===== config.mk =====
export PLATFORM = sky130hd
export DESIGN_NAME = audio_voice_sequencer_flat
export DESIGN_NICKNAME = d
export VERILOG_FILES = /design/src/rtl/audio_voice_sequencer_if.sv /design/src/rtl/audio_voice_sequencer.sv /design/src/flat_wrapper.sv
export SDC_FILE = /design/constraint.sdc
export NUM_CORES = 1
export LEC_CHECK = 0
export CELL_PAD_IN_SITES_DETAIL_PLACEMENT = 1
export CELL_PAD_IN_SITES_GLOBAL_PLACEMENT = 1
export CORE_UTILIZATION = 38
export CTS_BUF_LIST = sky130_fd_sc_hd__clkbuf_4 sky130_fd_sc_hd__clkbuf_8
export DETAILED_ROUTE_END_ITERATION = 6
export GPL_ROUTABILITY_DRIVEN = 1
export PLACE_DENSITY_LB_ADDON = 0.3
export SYNTH_ARGS = -nofsm -noshare
export SYNTH_HDL_FRONTEND = slang
export SYNTH_SLANG_ARGS = --single-unit

===== constraint.sdc =====
create_clock -name clk_i -period 4.3 [get_ports clk_i]
set_input_delay 0.86 -clock clk_i [delete_from_list [all_inputs] [get_ports clk_i]]
set_output_delay 0.86 -clock clk_i [all_outputs]
set_load 0.05 [all_outputs]

===== src/rtl/audio_voice_sequencer_if.sv =====
// Signal bundle between the voice sequencer, its sample timer, the attribute RAM
// read port and the downstream waveform generator.
interface audio_voice_sequencer_if #(
    parameter int ADDR_W  = 5,
    parameter int PHASE_W = 17
);
    logic                enable_i;
    logic                sample_tick_i;
    logic                clr_overrun_i;
    logic [ADDR_W-1:0]   attr_rd_addr_o;
    logic                attr_rd_en_o;
    logic [31:0]         attr_rd_data_i;
    logic                voice_valid_o;
    logic [ADDR_W-1:0]   voice_idx_o;
    logic [PHASE_W-1:0]  voice_phase_o;
    logic [31:0]         voice_attr_o;
    logic                frame_done_o;
    logic                busy_o;
    logic                overrun_o;

    modport master (
        input  enable_i,
        input  sample_tick_i,
        input  clr_overrun_i,
        input  attr_rd_data_i,
        output attr_rd_addr_o,
        output attr_rd_en_o,
        output voice_valid_o,
        output voice_idx_o,
        output voice_phase_o,
        output voice_attr_o,
        output frame_done_o,
        output busy_o,
        output overrun_o
    );

    modport slave (
        output enable_i,
        output sample_tick_i,
        output clr_overrun_i,
        output attr_rd_data_i,
        input  attr_rd_addr_o,
        input  attr_rd_en_o,
        input  voice_valid_o,
        input  voice_idx_o,
        input  voice_phase_o,
        input  voice_attr_o,
        input  frame_done_o,
        input  busy_o,
        input  overrun_o
    );
endinterface


===== src/rtl/audio_voice_sequencer.sv =====
// Per-sample voice scheduler: walks every voice, fetches its attribute word,
// advances its phase accumulator and strobes the result to the waveform generator.
module audio_voice_sequencer #(
    parameter int NUM_VOICES = 16,
    parameter int ADDR_W     = 5,
    parameter int PHASE_W    = 17
) (
    input  logic                    clk_i,
    input  logic                    rst_n_i,
    audio_voice_sequencer_if.master bus
);

    localparam int IDX_W = (NUM_VOICES > 1) ? $clog2(NUM_VOICES) : 1;
    localparam logic [ADDR_W-1:0] LAST_VOICE = ADDR_W'(NUM_VOICES - 1);

    typedef enum logic [2:0] {
        S_IDLE,
        S_FETCH,
        S_WAIT,
        S_UPDATE,
        S_DONE
    } state_t;

    state_t              state;
    logic [ADDR_W-1:0]   counter;
    logic [PHASE_W-1:0]  phase_mem [NUM_VOICES];
    logic [IDX_W-1:0]    voice_sel;
    logic [PHASE_W-1:0]  next_phase;

    always_comb begin
        voice_sel  = counter[IDX_W-1:0];
        next_phase = phase_mem[voice_sel] + PHASE_W'(bus.attr_rd_data_i[15:0]);
    end

    // Outputs are registered alongside the state so each strobe lines up with its state's exit edge.
    always_ff @(posedge clk_i or negedge rst_n_i) begin
        if (!rst_n_i) begin
            state              <= S_IDLE;
            counter            <= '0;
            bus.attr_rd_addr_o <= '0;
            bus.attr_rd_en_o   <= 1'b0;
            bus.voice_valid_o  <= 1'b0;
            bus.voice_idx_o    <= '0;
            bus.voice_phase_o  <= '0;
            bus.voice_attr_o   <= '0;
            bus.frame_done_o   <= 1'b0;
            bus.busy_o         <= 1'b0;
            bus.overrun_o      <= 1'b0;
            for (int i = 0; i < NUM_VOICES; i++) begin
                phase_mem[i] <= '0;
            end
        end else begin
            bus.attr_rd_en_o  <= 1'b0;
            bus.voice_valid_o <= 1'b0;
            bus.frame_done_o  <= 1'b0;

            if (bus.sample_tick_i && (state != S_IDLE)) begin
                bus.overrun_o <= 1'b1;
            end else if (bus.clr_overrun_i) begin
                bus.overrun_o <= 1'b0;
            end

            case (state)
                S_IDLE: begin
                    if (bus.sample_tick_i && bus.enable_i) begin
                        counter            <= '0;
                        bus.attr_rd_addr_o <= '0;
                        bus.attr_rd_en_o   <= 1'b1;
                        bus.busy_o         <= 1'b1;
                        state              <= S_FETCH;
                    end
                end
                S_FETCH: begin
                    state <= S_WAIT;
                end
                S_WAIT: begin
                    state <= S_UPDATE;
                end
                S_UPDATE: begin
                    phase_mem[voice_sel] <= next_phase;
                    bus.voice_valid_o    <= 1'b1;
                    bus.voice_idx_o      <= counter;
                    bus.voice_phase_o    <= next_phase;
                    bus.voice_attr_o     <= bus.attr_rd_data_i;
                    if (counter == LAST_VOICE) begin
                        bus.frame_done_o <= 1'b1;
                        state            <= S_DONE;
                    end else begin
                        counter            <= counter + 1'b1;
                        bus.attr_rd_addr_o <= counter + 1'b1;
                        bus.attr_rd_en_o   <= 1'b1;
                        state              <= S_FETCH;
                    end
                end
                S_DONE: begin
                    bus.busy_o <= 1'b0;
                    state      <= S_IDLE;
                end
                default: begin
                    bus.busy_o <= 1'b0;
                    state      <= S_IDLE;
                end
            endcase
        end
    end

endmodule

===== src/flat_wrapper.sv =====
// flat-port wrapper written by rule: the top's interface ports become plain ports
module audio_voice_sequencer_flat 
#(
    parameter int NUM_VOICES = 16,
    parameter int ADDR_W     = 5,
    parameter int PHASE_W    = 17
)
  (clk_i, rst_n_i, bus_enable_i, bus_sample_tick_i, bus_clr_overrun_i, bus_attr_rd_data_i, bus_attr_rd_addr_o, bus_attr_rd_en_o, bus_voice_valid_o, bus_voice_idx_o, bus_voice_phase_o, bus_voice_attr_o, bus_frame_done_o, bus_busy_o, bus_overrun_o);
  audio_voice_sequencer_if #(.ADDR_W(ADDR_W), .PHASE_W(PHASE_W)) bus_i ();
  input  logic clk_i;
  input  logic rst_n_i;
  input wire logic [$bits(bus_i.enable_i)-1:0] bus_enable_i;
  input wire logic [$bits(bus_i.sample_tick_i)-1:0] bus_sample_tick_i;
  input wire logic [$bits(bus_i.clr_overrun_i)-1:0] bus_clr_overrun_i;
  input wire logic [$bits(bus_i.attr_rd_data_i)-1:0] bus_attr_rd_data_i;
  output wire logic [$bits(bus_i.attr_rd_addr_o)-1:0] bus_attr_rd_addr_o;
  output wire logic [$bits(bus_i.attr_rd_en_o)-1:0] bus_attr_rd_en_o;
  output wire logic [$bits(bus_i.voice_valid_o)-1:0] bus_voice_valid_o;
  output wire logic [$bits(bus_i.voice_idx_o)-1:0] bus_voice_idx_o;
  output wire logic [$bits(bus_i.voice_phase_o)-1:0] bus_voice_phase_o;
  output wire logic [$bits(bus_i.voice_attr_o)-1:0] bus_voice_attr_o;
  output wire logic [$bits(bus_i.frame_done_o)-1:0] bus_frame_done_o;
  output wire logic [$bits(bus_i.busy_o)-1:0] bus_busy_o;
  output wire logic [$bits(bus_i.overrun_o)-1:0] bus_overrun_o;
  assign bus_i.enable_i = bus_enable_i;
  assign bus_i.sample_tick_i = bus_sample_tick_i;
  assign bus_i.clr_overrun_i = bus_clr_overrun_i;
  assign bus_i.attr_rd_data_i = bus_attr_rd_data_i;
  assign bus_attr_rd_addr_o = bus_i.attr_rd_addr_o;
  assign bus_attr_rd_en_o = bus_i.attr_rd_en_o;
  assign bus_voice_valid_o = bus_i.voice_valid_o;
  assign bus_voice_idx_o = bus_i.voice_idx_o;
  assign bus_voice_phase_o = bus_i.voice_phase_o;
  assign bus_voice_attr_o = bus_i.voice_attr_o;
  assign bus_frame_done_o = bus_i.frame_done_o;
  assign bus_busy_o = bus_i.busy_o;
  assign bus_overrun_o = bus_i.overrun_o;
  audio_voice_sequencer #(.NUM_VOICES(NUM_VOICES), .ADDR_W(ADDR_W), .PHASE_W(PHASE_W)) u_core (.clk_i(clk_i), .rst_n_i(rst_n_i), .bus(bus_i));
endmodule

### Yosys cells after proc, flatten, opt, wreduce, memory -nomap -nowiden

Cells that the tools add are included.

| word-level totals | value |
|---|---|
| output and inout bits | 64 |
| word-level logic and storage cells | 70 |
| register bits after elaboration | 339 |
| input bits | 37 |

| operators by class | value |
|---|---|
| equality and inequality tests | 6 |
| bitwise operators | 2 |
| mux-type cells | 22 |
| $lt $le $gt $ge | 2 |
| add/sub/neg operators | 2 |
| reductions and logical operators | 10 |

Operators with widths:

| operator | count |
|---|---|
| $bwmux 272 | 1 |
| $bmux 17 s4 | 1 |
| $demux 17 s4 | 1 |
| $mux 17 | 3 |
| $add 17x16->17 | 1 |
| $pmux 3 s4 | 1 |
| $mux 5 | 2 |
| $pmux 5 s2 | 1 |
| $mux 1 | 8 |
| $eq 3x2->1 const B | 2 |
| $mux 3 | 2 |
| $add 5x1->5 const B | 1 |
| $eq 5x4->1 const B | 1 |
| $ge 5x5->1 const B | 1 |
| $lt 5x1->1 const B | 1 |
| $not 4->5 | 1 |
| $pmux 1 s2 | 2 |
| $reduce_bool 2->1 | 2 |
| $eq 3x1->1 const B | 1 |
| $logic_and 1x1->1 | 3 |
| $logic_not 3->1 | 1 |
| $reduce_and 3->1 | 1 |
| $reduce_bool 3->1 | 1 |
| $reduce_or 3->1 | 1 |
| 4 further kinds | 4 |

### Depth between registers and ports, before layout

Gate-level depths: netlist of run 1.

| logic depth | value |
|---|---|
| word-level depth | 6 |
| depth in mapped cells | 14 |
| depth with buffers taken out | 10 |

### Least setup slack after synthesis of run 1

OpenSTA, ideal clock, no wires.

| path | value |
|---|---|
| path kind | flip-flop to flip-flop |
| start | reg u_core.counter[0] |
| end | reg u_core.phase_mem[14] (netlist bit) |
| buffers on the path | 4 |
| stages on the path, launching flop included | 15 |
| setup time | 0.128 ns |
| data arrival time | 4.463 ns |
| setup slack | -0.290 ns |
| period minus slack after synthesis | 4.590 ns |
| data required time | 4.172 ns |
| cells stage by stage | dfrtp_1 buf_6 buf_2 buf_2 mux4_2 mux4_2 ha_1 fa_1 a211oi_2 o211ai_1 a41oi_2 mux2i_1 a311oi_2 buf_4 mux2_1 |

| on the way | value |
|---|---|
| cells in the longest elaborated chain, start to end | 6 |
| elaborated cells on any way between the ends | 11 |
| classes of those cells | add/sub (1); order compare (2); mux (6); bitwise (1); reduce/logical (1) |

RTL lines:

| what | RTL line | source |
|---|---|---|
| from (decl) | audio_voice_sequencer.sv:25 | `logic [ADDR_W-1:0] counter;` |
| from (signal assigned) | audio_voice_sequencer.sv:89 | `counter <= counter + 1'b1;` |
| $not 4->5 (not written as such) (*) | audio_voice_sequencer.sv:32, audio_voice_sequencer.sv:80 |  |
| $bmux 17 s4, or another cell as far along | audio_voice_sequencer.sv:32 | `next_phase = phase_mem[voice_sel] + PHASE_W'(bus.attr_rd_data_i[15:0]);` |
| $mux 17 (not written as such) or $logic_and 1x1->1 (tied branches) | audio_voice_sequencer.sv:32, audio_voice_sequencer.sv:80 |  |
| $mux 17, on equally long branches | audio_voice_sequencer.sv:32, audio_voice_sequencer.sv:80 |  |
| $add 17x16->17 or $demux 17 s4 (tied branches) | audio_voice_sequencer.sv:32, audio_voice_sequencer.sv:80 |  |
| $bwmux 272 (*) | audio_voice_sequencer.sv:80 | `phase_mem[voice_sel] <= next_phase;` |
| to (signal, indexed assignment) | audio_voice_sequencer.sv:80 |  |
| to (decl) | audio_voice_sequencer.sv:26 | `logic [PHASE_W-1:0] phase_mem [NUM_VOICES];` |

Every way passes the cells marked *; elsewhere a longest branch is shown, timed or not. The select of a mux whose other input is x is not followed.
A chain may end at the register's enable or synchronous reset.

### Worst setup path after layout of run 1

| path | value |
|---|---|
| start | reg u_core.counter[0] |
| end | reg u_core.phase_mem[150] (netlist bit) |

Same word-level chain as after synthesis.

==> flow_summary_export.csv, run 1 <==
group,metric,value,unit
placed_design,io_buffers,100,
timing,relSlewSlack,41.0,%
floorplan,dieHeight,202,microns
global_routing,grt_pass1_vias,12077,
cts,cts.sinks,339,
timing,fin_crit_sh,95.6,%
cts,h-tree-depth,2,
cts,clk_latency,0.66,ns
synth,synth_nets,1450,
cells_and_area,drive_above_1_share,20.3,%
global_routing,grt_max_degree,93,
power_and_ir_drop,irDropWorstVdd,0.000533,V
hold_path,hold_class,"in2async",
cells_and_area,nFillCells,4307,
worst_setup_path,critPathRequiredTime,4.81,ns
detailed_routing,wl_met3,2.00,mm
cells_and_area,fin_util,46.6,%
cts,cts-buffers-inserted,59,
cts,cts_buffer_depth,3,
worst_setup_path,endpoint_kind,"register",
cts,cts_tree,"built",
timing,layout_min_cycle_time,4.11,ns
floorplan,die-area,0.0410,sq mm
cts,path_clk_slew,0.06,ns
detailed_routing,vias,11150,
worst_setup_path,path_max_fanout,17,
synth,yosysSeqAreaShare,55.6,%
global_routing,grt_antenna_before_repair,0,
synth,syn-cell-area,0.0153,sq mm
worst_setup_path,crit_arrival,4.63,ns
power_and_ir_drop,p_sw_share,45.3,%
global_routing,gr-usage-all-layers,22.7,%
timing,final-setup-viol-count,0,
placed_design,preCtsSetupSlack,-0.240,ns
timing,hold_viol,0,
synth,ys_top_cells_by_area,"dfrtp_1, mux4_2, nand2_1, o21ai_0, mux2_2",
placed_design,place_congestion,0.841,
synth,synth_async_sr_flop_share,100,%
cts,cts_hold_buf,0,
placed_design,hpwl,28.9,mm
power_and_ir_drop,seqPwrFrac,26.9,%
detailed_routing,firstDrtPassIters,6,
timing,fin_ws,0.189,ns
power_and_ir_drop,p_comb_share,54.3,%
detailed_routing,dr.first_iter.drc_count,681,
detailed_routing,viasPerCell,5.37,
run_status,status,"finished clean",
detailed_routing,routed.top_layer,"met4",
cells_and_area,final_common_cell,"nand2_1",
cts,cts-root-buf,"clkbuf_8",
power_and_ir_drop,switchingPower,7.73,mW
detailed_routing,m1WireLength,20.2,mm
power_and_ir_drop,p_clk_share,18.8,%
cells_and_area,layout.cells.non_filler,2078,
timing,tightest_slew,0.883,ns
floorplan,fp.dieW,202,microns
global_routing,grt-ovfl-total,0,
synth,synth_largest_area_cell,"dfrtp_1",
floorplan,pin_count,101,
synth,synthFlopType,"dfrtp_1",
cells_and_area,areaGrowthSynthToFinish,20.9,%
timing,fmax,0.243,GHz
synth,netlist.area_leader.share,55.6,%
floorplan,initial_core_util,38.5,%
global_routing,grt_pass1_wl,71.2,mm
timing,holdWs,0.256,ns
power_and_ir_drop,cellInternalPower,9.35,mW
job,timing.max_cap.violations,0,
detailed_routing,wl_met2,21.6,mm
cells_and_area,final_cell_mix,"nand2_1, dfrtp_1, o21ai_0",
synth,syn_avg_cell_area,11.0,sq um
cells_and_area,nets,1565,
detailed_routing,ant_nets,0,
detailed_routing,postRouteWirelength,44.7,mm
synth,yosys_register_bits,339,
synth,yosysUniqueCellTypes,53,
synth,synth_edf_count,0,
synth,synthCells,1391,
synth,yosysWarnings,0,
worst_setup_path,critical_path_class,"reg2reg",
detailed_routing,detail_route.wl_per_cell,21.5,microns
floorplan,rows,73,
power_and_ir_drop,leakagePower,8.20,nW
floorplan,core,0.0396,sq mm
timing,fin_worst_skew,0.0286,ns
detailed_routing,drc,0,
placed_design,dpl.cell_count,1964,
power_and_ir_drop,pwr_density_cell,925,mW/mm^2
timing,drv_slew,0,
worst_setup_path,critPathLaunchType,"register",
critical path, cell delays in order, from the launching register on:
cell and delay (ns):
dfrtp_4 0.57, mux4_2 0.54, mux4_2 0.47, ha_1 0.23, fa_1 0.49, a211oi_2 0.29
o211ai_1 0.17, a41oi_2 0.28, mux2i_1 0.38, a311oi_4 0.09, buf_12 0.18, mux2_1 0.28
worst paths after layout:
| check | from | to | slack (ns) | cells past startpoint |
|---|---|---|---|---|
| worst max-delay path | u_core.counter[0] | u_core.phase_mem[150] | 0.19 | 11 |
| worst min-delay path | rst_n_i | u_core.bus.voice_phase_o[3] | 0.26 | 1 |
| worst max register to register | u_core.counter[0] | u_core.phase_mem[150] | 0.19 | 11 |
| worst min register to register | u_core.phase_mem[69] | u_core.phase_mem[69] | 0.47 | 2 |
| max in group asynchronous | rst_n_i | u_core.phase_mem[135] | 3.08 | 2 |
| min in group clk_i | u_core.phase_mem[69] | u_core.phase_mem[69] | 0.47 | 2 |
synthesized netlist by cell type, drive strengths merged, types with 3 or more instances:
library cell	number
o22ai	8
nor2	33
nand2	397
mux2i	11
nand4	6
xor2	8
buf	25
or2	3
clkbuf	82
inv	8
mux2	37
and2	4
mux4	84
a21o	7
o21ai	247
dfrtp	339
xnor2	6
a21oi	17
nand3	20
ha	21
power groups by stage:
stage               registers, mW  clock network [mW]  logic (mW)
finish                       4.60                3.20        9.27
global route                 4.71                3.43        10.1
CTS                          4.60                3.29        8.78
detailed placement           4.64                   0        8.66
global placement             4.60                   0        8.51
floorplan                    5.34                   0        4.84
repair_timing:
item	CTS	global route
gates resized for setup	2	5
gates cloned	0	0
pin swaps	1	2
endpoints found under the setup margin	22	55
buffers inserted	0	6
sequential cells by signal, summed over array words and instances (netlist names):
register	flops
u_core.bus.attr_rd_en_o	1
u_core.bus.frame_done_o	1
u_core.counter	5
u_core.bus.voice_phase_o	17
u_core.bus.overrun_o	1
u_core.state	3
u_core.bus.voice_idx_o	5
u_core.bus.voice_attr_o	32
u_core.phase_mem	272
u_core.bus.busy_o	1
u_core.bus.voice_valid_o	1
metrics by stage:
stage | power, mW | TNS, ns | cell area, sq um
CTS | 16.7 | 0 | 18300
global placement | 13.1 | -2.95 | 17000
finish | 17.1 | 0 | 18500
detailed placement | 13.3 | -3.66 | 17000
floorplan | 10.2 | 0 | 15300
global route | 18.2 | -0.00944 | 18500
metal layers:
metal	GRT usage (%)	vias up
li1	-	5061
met1	31.5	5792
met2	36.7	228
met3	3.96	69
met4	6.47	0
met5	0	-
final cells by class:
type	instances	area (sq um)	share of cell area, %
multi-input combinational	937	6370	34.5
timing repair buffer	161	1610	8.72
clock buffer	95	1180	6.41
antenna	1	2.50	0.0136
clock inverter	12	116	0.630
inverter	8	30.0	0.163
sequential	339	8490	46.0
tap	525	657	3.56
logic make-up after synthesis:
kind of cell / Yosys count / synth area share (%)
AO/OA/AOI/OAI: 294 / 10.6
flip-flops: 339 / 55.6
buffers and inverters: 115 / 3.07
XOR/XNOR: 14 / 0.803
AND/OR/NAND/NOR: 475 / 12.3
adder cells (fa/ha/maj): 22 / 1.85
multiplexers: 132 / 15.8
Power figures use the tool's default switching activity.
==> inputs of run 2 (changes only) <==
CORE_UTILIZATION = 44   (was 38)
==> run 2 against run 1 <==
Compared with the run above:
- clock power is 4% lower
- clock skew decreased by 0.0085 ns
- first-iteration DRC count up 9.4%
- non-clock buffer count is 2 higher
- fmax increased by 0.72%
- cell area down 1.2%
- critical endpoint is now u_core.phase_mem[270]
- total power is 1.4% lower
- die area fell by 14%
- highest routed layer unchanged
- utilization increased by 7.3 points
- critical path type unchanged
==> flow_summary_export.csv, run 2 (synthesized netlist as in run 1, its figures left out) <==
group,metric,value,unit
run_status,status,"finished clean",
detailed_routing,ant_nets,0,
global_routing,grt_antenna_before_repair,1,
floorplan,die-area,0.0355,sq mm
detailed_routing,vias,11257,
cts,cts_tree,"built",
worst_setup_path,critPathRequiredTime,4.79,ns
worst_setup_path,cp_top_family,"multiplexers",
timing,drv_slew,0,
cells_and_area,diodes,0,
cts,clk_latency,0.61,ns
timing,fin_crit_sh,94.9,%
timing,fmax,0.245,GHz
detailed_routing,drc,0,
worst_setup_path,crit_chain,"buf_12 > mux4_2 > mux4_2 > ha_1 > buf_4 > a21o_1 > a21oi_1 > a21oi_1 > a31oi_1 > mux2_4 > o21ai_0",
worst_setup_path,crit_path_top_delay_cell,"mux4_2",
detailed_routing,wl_met2,22.0,mm
floorplan,initial_core_util,45.1,%
power_and_ir_drop,p_clk_share,18.2,%
floorplan,pin_count,101,
floorplan,fp.dieW,188,microns
power_and_ir_drop,irDropWorstVdd,0.000499,V
detailed_routing,routed.top_layer,"met4",
placed_design,dpl.cell_count,1894,
cells_and_area,largestRegisters,"u_core.phase_mem: 272 flops, u_core.bus.voice_attr_o: 32 flops, u_core.bus.voice_phase_o: 17 flops",
detailed_routing,detail_route.wl_per_cell,22.2,microns
placed_design,hpwl,29.6,mm
cells_and_area,final_cell_mix,"nand2_1, dfrtp_1, o21ai_0",
cells_and_area,drive_above_1_share,20.1,%
global_routing,grt_pass1_wl,71.2,mm
timing,relSlewSlack,31.3,%
cts,cts-root-buf,"clkbuf_8",
worst_setup_path,cp_num_buf_inv,2,
global_routing,gr-usage-all-layers,26.2,%
timing,tightest_slew,1.03,ns
cts,h-tree-depth,2,
global_routing,grt_pass1_vias,12289,
power_and_ir_drop,cellInternalPower,9.11,mW
worst_setup_path,path_max_fanout,27,
timing,layout_min_cycle_time,4.08,ns
power_and_ir_drop,leakagePower,8.17,nW
power_and_ir_drop,p_sw_share,45.9,%
cts,cts-buffers-inserted,57,
cts,path_clk_slew,0.06,ns
cells_and_area,areaGrowthSynthToFinish,19.5,%
timing,fin_worst_skew,0.0201,ns
placed_design,io_buffers,100,
power_and_ir_drop,pwr_density_cell,923,mW/mm^2
cells_and_area,design_area,0.0182,sq mm
cells_and_area,nFillCells,3587,
worst_setup_path,endpoint_kind,"register",
job,timing.max_cap.violations,0,
timing,fin_ws,0.218,ns
detailed_routing,m1WireLength,19.2,mm
cells_and_area,final_common_cell,"nand2_1",
worst_setup_path,critPathLaunchType,"register",
worst_setup_path,crit_arrival,4.57,ns
placed_design,preCtsSetupSlack,-0.175,ns
placed_design,place_area,0.0170,sq mm
hold_path,hold_class,"in2async",
global_routing,grt_max_degree,119,
timing,setup-tns-final,0,ns
floorplan,core,0.0339,sq mm
detailed_routing,wl_met3,1.89,mm
detailed_routing,firstDrtPassIters,5,
detailed_routing,dr.first_iter.drc_count,745,
worst_setup_path,cpPeakStageDelay,0.56,ns
floorplan,dieHeight,188,microns
detailed_routing,viasPerCell,5.63,
placed_design,place_congestion,0.870,
cells_and_area,largest_reg_flops,272,
cells_and_area,regMostFlops,"u_core.phase_mem",
cts,cts_buffer_depth,3,
detailed_routing,postRouteWirelength,44.4,mm
cells_and_area,nets,1565,
cells_and_area,layout.cells.non_filler,1998,
power_and_ir_drop,switchingPower,7.74,mW
power_and_ir_drop,seqPwrFrac,27.3,%
worst_setup_path,critical_path_class,"reg2reg",
floorplan,rows,67,
timing,hold_viol,0,
power_and_ir_drop,p_comb_share,54.5,%
timing,final-setup-viol-count,0,
global_routing,grt-ovfl-total,0,
cts,cts.sinks,339,
-- run 2: changes by cell type in the layout (fill, tap and decap cells not counted), moves of 2 or more --
cell | before | now
buf_12 | 10 | 7
bufinv_16 | 2 | 0
clkinv_2 | 8 | 1
buf_6 | 0 | 2
clkbuf_4 | 20 | 26
buf_4 | 50 | 54
-- run 2: routing by layer --
metal	vias up	GRT usage, %
met4	0	8.90
li1	5056	-
met5	-	0
met3	76	4.23
met2	255	44.0
met1	5870	34.6
-- run 2: worst paths after layout --
| check | from | to | slack, ns | cells after the start |
|---|---|---|---|---|
| max | u_core.counter[0] | u_core.phase_mem[270] | 0.22 | 11 |
| min | rst_n_i | u_core.bus.voice_idx_o[4] | 0.34 | 1 |
| max reg2reg | u_core.counter[0] | u_core.phase_mem[270] | 0.22 | 11 |
| min reg2reg | u_core.bus.voice_attr_o[20] | u_core.bus.voice_attr_o[20] | 0.48 | 2 |
| max in group asynchronous | rst_n_i | u_core.phase_mem[70] | 2.91 | 2 |
| min in group clk_i | u_core.bus.voice_attr_o[20] | u_core.bus.voice_attr_o[20] | 0.48 | 2 |
-- run 2: power groups by stage --
stage	combinational, mW	clock [mW]	sequential [mW]
after floorplan	4.84	0	5.34
after global placement	8.68	0	4.58
after detailed placement	8.95	0	4.65
after CTS	9.03	3.14	4.60
after global routing	9.92	3.27	4.70
final	9.18	3.07	4.60
-- run 2: area by class of cell --
type                    instances  area [sq um]  share of cell area (%)
clock buffers                 101          1230                    6.73
clock inverters                 2          13.8                  0.0754
multi-input cells             937          6350                    34.8
flip-flops and latches        339          8490                    46.5
well taps                     448           561                    3.07
repair buffers                163          1570                    8.63
inverters                       8          30.0                   0.165
-- run 2: what timing repair did --
| item | 4_1_cts | 5_1_grt |
|---|---|---|
| setup endpoints to repair | 17 | 68 |
| hold buffers | 0 | 0 |
| pin swaps | 0 | 1 |
| buffers inserted | 0 | 1 |
| resized for setup | 1 | 4 |
-- run 2: through the flow --
| step | power [mW] | hold slack, ns | utilization (%) |
|---|---|---|---|
| 2_1_floorplan | 10.2 | 0.441 | - |
| 3_3_place_gp | 13.3 | 0.455 | 50.1 |
| 5_1_grt | 17.9 | 0.398 | 53.9 |
| 4_1_cts | 16.8 | 0.359 | 53.7 |
| 6_report | 16.8 | 0.342 | 53.9 |
| 3_5_place_dp | 13.6 | 0.464 | 50.1 |
==> inputs of run 3 (changes only) <==
CORE_UTILIZATION = 49   (was 44)
CTS_BUF_LIST = sky130_fd_sc_hd__clkbuf_4   (was sky130_fd_sc_hd__clkbuf_4 sky130_fd_sc_hd__clkbuf_8)
clock period = 4.53 ns   (was 4.3 ns; I/O delays follow)
==> run 3 against run 2 <==
Compared with the run above:
- worst hold slack worse by 0.13 ns
- setup slack improved by 0.0043 ns
- utilization increased by 5.1 points
- fmax decreased by 5.2%
- total power is 7.2% lower
- wire length is 1.8% higher
- global-route usage is 3.9 points higher
- via count grew 4.0%
- clock power decreased by 14%
- critical path type unchanged
- largest cell class unchanged
==> flow_summary_export.csv, run 3 (synthesized netlist as in run 1, its figures left out) <==
group,metric,value,unit
timing,fmax,0.232,GHz
cells_and_area,drive_above_1_share,21.5,%
timing,fin_ws,0.223,ns
detailed_routing,detail_route.wl_per_cell,22.7,microns
cells_and_area,final_common_cell,"nand2_1",
cells_and_area,largest_reg_flops,272,
placed_design,place_congestion,0.819,
detailed_routing,vias,11703,
worst_setup_path,r2r_slack,0.22,ns
floorplan,fp.dieW,179,microns
cells_and_area,nets,1592,
power_and_ir_drop,pwr_density_cell,867,mW/mm^2
power_and_ir_drop,cellInternalPower,8.25,mW
detailed_routing,ant_nets,0,
global_routing,grt_pass1_vias,12639,
worst_setup_path,rr_worst_depth,9,
worst_setup_path,rr_endpoint,"u_core.phase_mem[98]",
timing,relSlewSlack,16.1,%
timing,setup-tns-final,0,ns
detailed_routing,routed.top_layer,"met4",
placed_design,hpwl,29.3,mm
timing,tightest_slew,1.25,ns
power_and_ir_drop,irDropWorstVdd,0.000653,V
worst_setup_path,critical_path_class,"reg2reg",
detailed_routing,drc,0,
cts,path_clk_slew,0.06,ns
detailed_routing,firstDrtPassIters,5,
power_and_ir_drop,switchingPower,7.38,mW
placed_design,place_area,0.0169,sq mm
placed_design,io_buffers,100,
worst_setup_path,r2r-start,"u_core.counter[0]",
cells_and_area,design_area,0.0180,sq mm
worst_setup_path,crit_chain,"buf_4 > mux4_2 > mux4_2 > ha_1 > a21o_1 > or4_1 > mux2_2 > o311ai_2 > o21ai_0",
power_and_ir_drop,power,15.6,mW
timing,final-setup-viol-count,0,
global_routing,grt_pass1_wl,71.8,mm
detailed_routing,wl_met2,22.3,mm
global_routing,grt_max_degree,110,
cts,cts-root-buf,"clkbuf_4",
detailed_routing,postRouteWirelength,45.2,mm
timing,drv_slew,0,
timing,fin_worst_skew,0.0765,ns
cts,cts-buffers-inserted,90,
worst_setup_path,cpPeakStageDelay,0.60,ns
detailed_routing,wl_met3,2.37,mm
power_and_ir_drop,p_comb_share,55.0,%
cts,cts.sinks,339,
detailed_routing,viasPerCell,5.87,
worst_setup_path,critPathLaunchType,"register",
placed_design,preCtsSetupSlack,0.0255,ns
cells_and_area,largestRegisters,"u_core.phase_mem: 272 flops, u_core.bus.voice_attr_o: 32 flops, u_core.bus.voice_phase_o: 17 flops",
job,timing.max_cap.violations,0,
power_and_ir_drop,seqPwrFrac,28.1,%
worst_setup_path,crit_arrival,4.82,ns
floorplan,dieHeight,179,microns
timing,fin_crit_sh,95.1,%
worst_setup_path,crit_top_cell,"mux4_2",
cells_and_area,layout.cells.non_filler,1995,
cts,h-tree-depth,3,
detailed_routing,m1WireLength,19.2,mm
global_routing,gr-usage-all-layers,30.1,%
cts,cts_buffer_depth,3,
detailed_routing,dr.first_iter.drc_count,804,
cells_and_area,regMostFlops,"u_core.phase_mem",
global_routing,grt-ovfl-total,0,
power_and_ir_drop,p_clk_share,16.8,%
worst_setup_path,crit_path_top_delay_cell,"dfrtp_4",
cts,cts_hold_buf,0,
worst_setup_path,path_max_fanout,17,
power_and_ir_drop,p_sw_share,47.2,%
power_and_ir_drop,leakagePower,8.14,nW
global_routing,grt_antenna_before_repair,2,
cells_and_area,areaGrowthSynthToFinish,18.0,%
floorplan,rows,64,
worst_setup_path,endpoint_kind,"register",
cts,cts_tree,"built",
floorplan,initial_core_util,49.9,%
timing,rsz0062_at_grt,"false",
hold_path,hold_class,"in2async",
timing,layout_min_cycle_time,4.31,ns
floorplan,die-area,0.0319,sq mm
timing,hold_viol,0,
placed_design,dpl.cell_count,1836,
floorplan,pin_count,101,
cells_and_area,nFillCells,3240,
worst_setup_path,critPathRequiredTime,5.04,ns
cells_and_area,final_cell_mix,"nand2_1, dfrtp_1, o21ai_0",
run_status,status,"finished clean",
floorplan,core,0.0306,sq mm
cts,clk_latency,0.77,ns
## run 3: critical path, delay by kind of cell, from the launching register on
| kind | cells | cell delay, ns |
|---|---|---|
| compound gates | 3 | 0.81 |
| fa+ha+maj | 1 | 0.36 |
| buf+inv | 1 | 0.40 |
| flops | 1 | 0.60 |
| mux | 3 | 1.35 |
| simple gates | 1 | 0.50 |
## run 3: metal layers
layer  global-route usage (%)  up-vias
li1                         -     5155
met1                     40.8     6098
met2                     48.4      359
met3                     5.46       91
met4                     11.2        0
met5                        0        -
## run 3: how the worst max path moves through the flow
stage / startpoint / end
after floorplan: u_core.counter[1] / u_core.phase_mem[14]
after global placement: u_core.counter[0] / u_core.bus.voice_phase_o[14]
after detailed placement: u_core.counter[0] / u_core.phase_mem[82]
after CTS: u_core.counter[0] / u_core.phase_mem[98]
after global routing: u_core.counter[0] / u_core.phase_mem[186]
final: u_core.counter[0] / u_core.phase_mem[98]
## run 3: power by group through the flow
stage	Clock [mW]	Sequential, mW	Combinational (mW)
floorplan	0	5.07	4.58
global placement	0	4.38	8.05
detailed placement	0	4.44	8.32
CTS	2.69	4.39	8.45
global route	2.85	4.48	9.25
finish	2.63	4.39	8.60
## run 3: area by class of cell
type,instances,area [sq um],share of cell area [%]
antenna,2,5.00,0.0278
clock buffer,134,1010,5.58
clock inverter,22,92.6,0.514
inverter,8,30.0,0.167
multi-input combinational,937,6350,35.2
sequential,339,8490,47.1
tap,396,495,2.75
timing repair buffer,157,1560,8.65
## run 3: metrics by stage
stage	hold slack (ns)	utilization (%)
floorplan	0.441	-
global placement	0.455	55.2
detailed placement	0.463	55.2
CTS	0.243	58.8
global route	0.275	58.9
finish	0.211	58.9
## run 3: repair_timing
action                                 4_1_cts  5_1_grt
buffers inserted                             0        1
setup endpoints to repair                   15       15
pin swaps                                    0        1
endpoints found under the hold margin        0        0
resized for setup                            2        0
